<file path="config.mk">
export PLATFORM = sky130hd
export DESIGN_NAME = coord_counter
export DESIGN_NICKNAME = d
export VERILOG_FILES = /design/src/rtl/coord_counter.sv
export SDC_FILE = /design/constraint.sdc
export NUM_CORES = 1
export LEC_CHECK = 0
export CAP_MARGIN = 20
export CORE_ASPECT_RATIO = 0.75
export CORE_UTILIZATION = 55
export CTS_BUF_LIST = sky130_fd_sc_hd__clkbuf_8
export DETAILED_ROUTE_END_ITERATION = 6
export PLACE_DENSITY = 0.87
export SLEW_MARGIN = 40
export SYNTH_ARGS = -nofsm -noshare
export SYNTH_HDL_FRONTEND = slang
export SYNTH_SLANG_ARGS = --single-unit
</file>
<file path="constraint.sdc">
create_clock -name clock -period 2.44 [get_ports clock]
set_input_delay 0.366 -clock clock [delete_from_list [all_inputs] [get_ports clock]]
set_output_delay 0.366 -clock clock [all_outputs]
set_load 0.02 [all_outputs]
</file>
<file path="src/rtl/coord_counter.sv">
// coord_counter: pixel-stream position tracker.
// Accepts one pixel per enable cycle, registers its (x, y) position with
// line-end, frame-end, sticky restart-error and border flags one cycle later.
// Optional feature macro: COORD_COUNTER_BORDER_EN enables the out_border
// comparators; without it out_border is a constant 0.
module coord_counter #(
  parameter int WIDTH  = 640,
  parameter int HEIGHT = 480,
  parameter int MARGIN = 1,
  localparam int X_BITS = (WIDTH  > 2) ? $clog2(WIDTH)  : 1,
  localparam int Y_BITS = (HEIGHT > 2) ? $clog2(HEIGHT) : 1
) (
  input  logic              clock,
  input  logic              n_rst,
  input  logic              enable,
  input  logic              in_frame_start,
  output logic              out_valid,
  output logic [X_BITS-1:0] out_x,
  output logic [Y_BITS-1:0] out_y,
  output logic              out_line_end,
  output logic              out_frame_end,
  output logic              out_error,
  output logic              out_border
);

  typedef enum logic {
    S_IDLE   = 1'b0,
    S_ACTIVE = 1'b1
  } state_t;

  localparam logic [X_BITS-1:0] LP_X_MAX = X_BITS'(WIDTH - 1);
  localparam logic [Y_BITS-1:0] LP_Y_MAX = Y_BITS'(HEIGHT - 1);

  state_t            r_state;
  state_t            w_state_next;
  logic [X_BITS-1:0] r_x;
  logic [X_BITS-1:0] w_x_next;
  logic [Y_BITS-1:0] r_y;
  logic [Y_BITS-1:0] w_y_next;
  logic [X_BITS-1:0] w_px_x;
  logic [Y_BITS-1:0] w_px_y;
  logic              w_accept;
  logic              w_restart;
  logic              w_last_x;
  logic              w_last_y;

  logic              r_valid;
  logic [X_BITS-1:0] r_out_x;
  logic [Y_BITS-1:0] r_out_y;
  logic              r_line_end;
  logic              r_frame_end;
  logic              r_error;

  // State and position counters (position of the next expected pixel).
  always_ff @(posedge clock or negedge n_rst) begin
    if (!n_rst) begin
      r_state <= S_IDLE;
      r_x     <= '0;
      r_y     <= '0;
    end else begin
      r_state <= w_state_next;
      r_x     <= w_x_next;
      r_y     <= w_y_next;
    end
  end

  // Decide whether this cycle's pixel is accepted, its position, and the next state.
  always_comb begin
    w_state_next = r_state;
    w_x_next     = r_x;
    w_y_next     = r_y;
    w_px_x       = r_x;
    w_px_y       = r_y;
    w_accept     = 1'b0;
    w_restart    = 1'b0;

    case (r_state)
      S_IDLE: begin
        // Only a frame start can open a frame; stray pixels are dropped.
        if (enable && in_frame_start) begin
          w_accept     = 1'b1;
          w_px_x       = '0;
          w_px_y       = '0;
          w_state_next = S_ACTIVE;
        end
      end
      S_ACTIVE: begin
        if (enable) begin
          w_accept = 1'b1;
          if (in_frame_start) begin
            // Early restart: the new frame begins at (0,0) and the error is latched.
            w_restart = 1'b1;
            w_px_x    = '0;
            w_px_y    = '0;
          end
        end
      end
      default: w_state_next = S_IDLE;
    endcase

    w_last_x = (w_px_x == LP_X_MAX);
    w_last_y = (w_px_y == LP_Y_MAX);

    // Explicit end-of-line / end-of-frame handling so odd sizes never rely on wrap.
    if (w_accept) begin
      if (w_last_x) begin
        w_x_next = '0;
        if (w_last_y) begin
          w_y_next     = '0;
          w_state_next = S_IDLE;
        end else begin
          w_y_next = w_px_y + Y_BITS'(1);
        end
      end else begin
        w_x_next = w_px_x + X_BITS'(1);
        w_y_next = w_px_y;
      end
    end
  end

  // Registered outputs describing the pixel accepted in the previous cycle.
  always_ff @(posedge clock or negedge n_rst) begin
    if (!n_rst) begin
      r_valid     <= 1'b0;
      r_out_x     <= '0;
      r_out_y     <= '0;
      r_line_end  <= 1'b0;
      r_frame_end <= 1'b0;
      r_error     <= 1'b0;
    end else begin
      r_valid     <= w_accept;
      r_line_end  <= w_accept & w_last_x;
      r_frame_end <= w_accept & w_last_x & w_last_y;
      if (w_accept) begin
        r_out_x <= w_px_x;
        r_out_y <= w_px_y;
      end
      if (w_restart) begin
        r_error <= 1'b1;
      end
    end
  end

  assign out_valid     = r_valid;
  assign out_x         = r_out_x;
  assign out_y         = r_out_y;
  assign out_line_end  = r_line_end;
  assign out_frame_end = r_frame_end;
  assign out_error     = r_error;

`ifdef COORD_COUNTER_BORDER_EN
  logic w_border_hit;
  logic r_border;

  generate
    if (MARGIN == 0) begin : g_no_margin
      assign w_border_hit = 1'b0;
    end else begin : g_margin
      localparam logic [X_BITS-1:0] LP_X_LO = X_BITS'(MARGIN);
      localparam logic [X_BITS-1:0] LP_X_HI = X_BITS'(WIDTH - MARGIN);
      localparam logic [Y_BITS-1:0] LP_Y_LO = Y_BITS'(MARGIN);
      localparam logic [Y_BITS-1:0] LP_Y_HI = Y_BITS'(HEIGHT - MARGIN);
      assign w_border_hit = (w_px_x < LP_X_LO) | (w_px_x >= LP_X_HI) |
                            (w_px_y < LP_Y_LO) | (w_px_y >= LP_Y_HI);
    end
  endgenerate

  // Border flag registered alongside the coordinates; zero when no pixel is valid.
  always_ff @(posedge clock or negedge n_rst) begin
    if (!n_rst) begin
      r_border <= 1'b0;
    end else begin
      r_border <= w_accept & w_border_hit;
    end
  end

  assign out_border = r_border;
`else
  // Border detection not built; MARGIN is never negative, so this is constant 0.
  assign out_border = (MARGIN < 0);
`endif

endmodule

</file>
Word-level counts from Yosys, hierarchy flattened
Index checks and enable logic that the tools add are counted.
- logic and storage cells: 38
- memories: 0
- bits of input ports: 4
- latch bits: 0
- output and inout port bits: 24
- ROM bits: 0
- bits in registers: 43
- memory bits (writable): 0
- $add $sub $neg: 2
- equality and inequality tests: 2
- multiplexer cells: 21
- shift-type cells: 0
- divide/modulo/power cells: 0
- multipliers: 0
- reduce and logical (&&, ||, !) cells: 1
- bitwise gates (word level): 3
- $lt $le $gt $ge: 0
- operators by type and width (cell ; count):
    $mux 9 ; 5
    $mux 10 ; 4
    $pmux 10 s2 ; 1
    $pmux 9 s2 ; 1
    $add 10x1->10 const B ; 1
    $eq 10x10->1 const B ; 1
    $add 9x1->9 const B ; 1
    $eq 9x9->1 const B ; 1
    $mux 1 ; 9
    $and 1x1->1 ; 2
    $pmux 1 s2 ; 1
    $logic_and 1x1->1 ; 1
    $not 1->1 ; 1

Depth between registers and ports, before layout
- depth in word-level cells: 7
- gate-level depth with buffers: 12
- mapped depth without buffers: 9

Worst setup path after synthesis
No wires, ideal clock.
- path kind: input to register
- start: input enable
- end: register r_y[8]
- cell stages on the path: 11
- arrival: 2676 ps
- setup slack: -305 ps
- data required time: 2371 ps
- setup time: 69 ps
- path through: clkbuf_1 -> nand2_1 -> clkbuf_1 -> nand2_1 -> inv_1 -> ha_1 -> nand4_1 -> or4_4 -> buf_6 -> or4_1 -> nand3_1
- elaborated cells between the ends (all ways): 15
- RTL lines (element ; RTL line ; text):
    from (decl) ; 15 ; input logic enable,
    $logic_and 1x1->1 ; 80 ; if (enable && in_frame_start) begin
    $mux 10 ; 80 ;
    $pmux 10 s2 * ; 77 ; case (r_state)
    named net w_px_x[0] ; 40 ; logic [X_BITS-1:0] w_px_x;
    $eq 10x10->1 * ; 101 ; w_last_x = (w_px_x == LP_X_MAX);
    $mux 9 * ; 106 ; if (w_last_x) begin
    to (signal assigned) ; 63 ; r_y <= w_y_next;
    to (decl) ; 38 ; logic [Y_BITS-1:0] r_y;
Mark *: on every way through the listed nets, which the timed path passes. The rest lies on a longest branch.
A chain may end at the register's enable or synchronous reset.

Final worst setup path
- start: input in_frame_start
- end: register r_y[3]
- cells in the longest elaborated chain, start to end: 6
- elaborated cells between the ends (all ways): 16
- RTL lines (element ; RTL line ; text):
    from (decl) ; 16 ; input logic in_frame_start,
    $mux 9 / $logic_and 1x1->1 (equally long branches) ; 90, 80 ;
    $mux 9, on equally long branches ; 88, 80 ;
    $pmux 9 s2 * ; 77 ;
    named net w_px_y[0] ; 41 ; logic [Y_BITS-1:0] w_px_y;
    $add 9x1->9 / $eq 9x9->1 (equally long branches) ; 112, 102 ;
    $mux 9 * ; 108 ; if (w_last_y) begin
    $mux 9 * ; 106 ;
Marked as above.

==> impl_metrics.json <==
{
  "synth_area_um2": 2100,
  "fp.dieH_um": 55.5,
  "final_cell_mix": "57 x nand2_1, 43 x dfrtp_1, 29 x buf_4, 27 x a21oi_1, 25 x clkdlybuf4s50_1",
  "wl_per_cell_um": 15.0,
  "post_cts_buffers": 0,
  "rows": 19,
  "power_leakage_uw": 0.00116,
  "drive_gt1_frac": 0.145,
  "drv_cap": 0,
  "yosysUniqueCellTypes": 38,
  "clkSinkCount": 43,
  "wl_met3_um": 510,
  "layout_commonest_cell": "nand2_1",
  "initial_utilization": 0.573,
  "fin_crit_sh": 0.927,
  "netlist_instances": 242,
  "peakVddDrop_uv": 404,
  "cts_tree": "done",
  "seqPwrFrac": 0.478,
  "crit_fanout": 12,
  "final_core_util": 0.739,
  "rrSetupSlack_ns": 0.36,
  "antenna_found_initial": 0,
  "avgSynthCellArea_um2": 8.68,
  "yosys_warnings": 0,
  "setup_tns_ns": 0,
  "yosysTopAreaCellShare": 0.513,
  "setup_viol": 0,
  "grt_max_degree": 44,
  "portBuffers": 26,
  "drtPass1Iterations": 5,
  "fin_crit_ns": 2.26,
  "required_ns": 2.64,
  "switching_share": 0.252,
  "ys_seq_area_frac": 0.513,
  "clock.fmax_ghz": 0.442,
  "gp_congestion": 0.935,
  "routed_wl_mm": 5.10,
  "postCtsHoldBufs": 0,
  "htree_levels": 2,
  "place_hpwl_mm": 3.66,
  "p_clk_frac": 0.402,
  "antenna_left": 0,
  "report.final.slew_viol_count": 0,
  "criticalPathCategory": "primary input to flop",
  "clk_latency_ns": 0.31,
  "critPathLaunchType": "primary input",
  "outcome": "finished clean",
  "yosys_register_bits": 43,
  "syn_to_final_growth_pct": 28.9,
  "rsz0062_at_grt": "false",
  "place_inst": 333,
  "fin_cells": 341,
  "placed_cell_area_um2": 2570,
  "ys_top_cells_by_area": "dfrtp_1 51%, nand2_1 10%, a21oi_1 6.4%",
  "stdcell_area_um2": 2710,
  "finalHoldViolCount": 0,
  "wl_met1_mm": 2.28,
  "highest_layer": "met4",
  "finClkSkew_ns": 0.00484,
  "clock-root-buffer": "clkbuf_8",
  "core_um2": 3660,
  "drc_errors": 0,
  "syn_nets": 248,
  "yosys.area.top_type": "dfrtp_1",
  "drt-vias-per-instance": 5.84,
  "grt_pass1_vias": 1681,
  "nets": 294,
  "grt_pass1_wl_mm": 8.29,
  "p_per_area_nw_per_um2": 610,
  "clockBufferDepth": 2,
  "p_int_uw": 1240,
  "maxSlewHeadroom": 0.650,
  "io_pins": 28,
  "vias": 1993,
  "cp.arrival_ns": 2.46,
  "drt_iter0_drc": 197,
  "post_cts_resized": 0,
  "grt_usage": 0.276,
  "worst_slew_pin_slew_ns": 0.526,
  "diodes": 0,
  "clk_pin_slew_ns": 0.08,
  "overflow": 0,
  "hold_class": "primary input to async pin",
  "wl_met2_mm": 2.20,
  "die_w_um": 73.3,
  "die_area_um2": 4070,
  "cts-buffers-inserted": 5,
  "netSwitchingPower_uw": 416,
  "combPwrFrac": 0.120,
  "cp-end-kind": "flop"
}
[Yosys cell counts, drive strengths merged]
cell type	number
a21boi	1
a21o	1
a21oi	27
a221o	1
a22o	2
a22oi	1
a31o	2
a31oi	5
a32o	1
and2	5
and3	2
buf	5
clkbuf	10
conb	1
dfrtp	43
ha	2
inv	5
nand2	58
nand3	11
nand3b	1
nand4	2
nor2	13
nor2b	3
nor3	4
nor4	4
o21ai	16
o2bb2ai	2
o311ai	1
o31ai	4
o41ai	3
or3	1
or3b	1
or4	3
xnor2	1
[sequential cells by signal, indices dropped and copies added (netlist names)]
register / count
out_error: 1
out_frame_end: 1
out_line_end: 1
out_valid: 1
out_x: 10
out_y: 9
r_state: 1
r_x: 10
r_y: 9
[path summary, 6_finish.rpt]
path | end | depth (start not counted) | start
worst max register to register | r_y[8] | 4 | r_x[8]
min in group clock | out_error | 1 | out_error
max in group asynchronous | out_x[2] | 1 | n_rst
worst max-delay path | r_y[3] | 9 | in_frame_start
worst min register to register | out_error | 1 | out_error
worst min-delay path | out_y[1] | 1 | n_rst
[stage by stage]
step	hold WS, ns	total power, uW	setup slack, ns
floorplan	0.0704	903	-0.0394
global placement	0.445	994	-0.0677
detailed placement	0.381	1000	-0.122
CTS	0.0456	1660	0.191
global route	0.0671	1710	0.102
finish	0.0290	1650	0.177
[power groups by stage]
stage	clock (uW)	sequential (uW)	combinational, uW
after global placement	0	803	192
final	664	790	198
after global routing	697	797	220
after CTS	672	789	199
after detailed placement	0	803	197
after floorplan	0	812	90.3
[per-layer routing]
layer,GRT usage,vias up
li1,-,942
met1,0.439,927
met2,0.352,111
met3,0.0584,13
met4,0.129,0
met5,0,-
[critical path, cell delays in order]
cell and delay (ns):
clkdlybuf4s50_1 0.45, buf_4 0.19, a21boi_0 0.27, ha_1 0.23, nand3_1 0.12, nor4_1 0.37, buf_4 0.20, nand2_1 0.05
a32o_1 0.21
[cell type report]
class                      instances  area, um^2
fill                             284         955
timing repair buffer              54         468
clock buffer                       5        68.8
sequential                        43        1080
multi-input combinational        179         946
inverter                           5        18.8
tap                               52        65.1
clock inverter                     3        63.8
[kinds of logic after synthesis]
family,share of synthesized area
other,0.00179
buffers and inverters,0.0411
AO/OA/AOI/OAI,0.194
XOR/XNOR,0.00417
flip-flops,0.513
AND/OR/NAND/NOR,0.235
adder cells (fa/ha/maj),0.0119
Power figures use the tool's default switching activity.
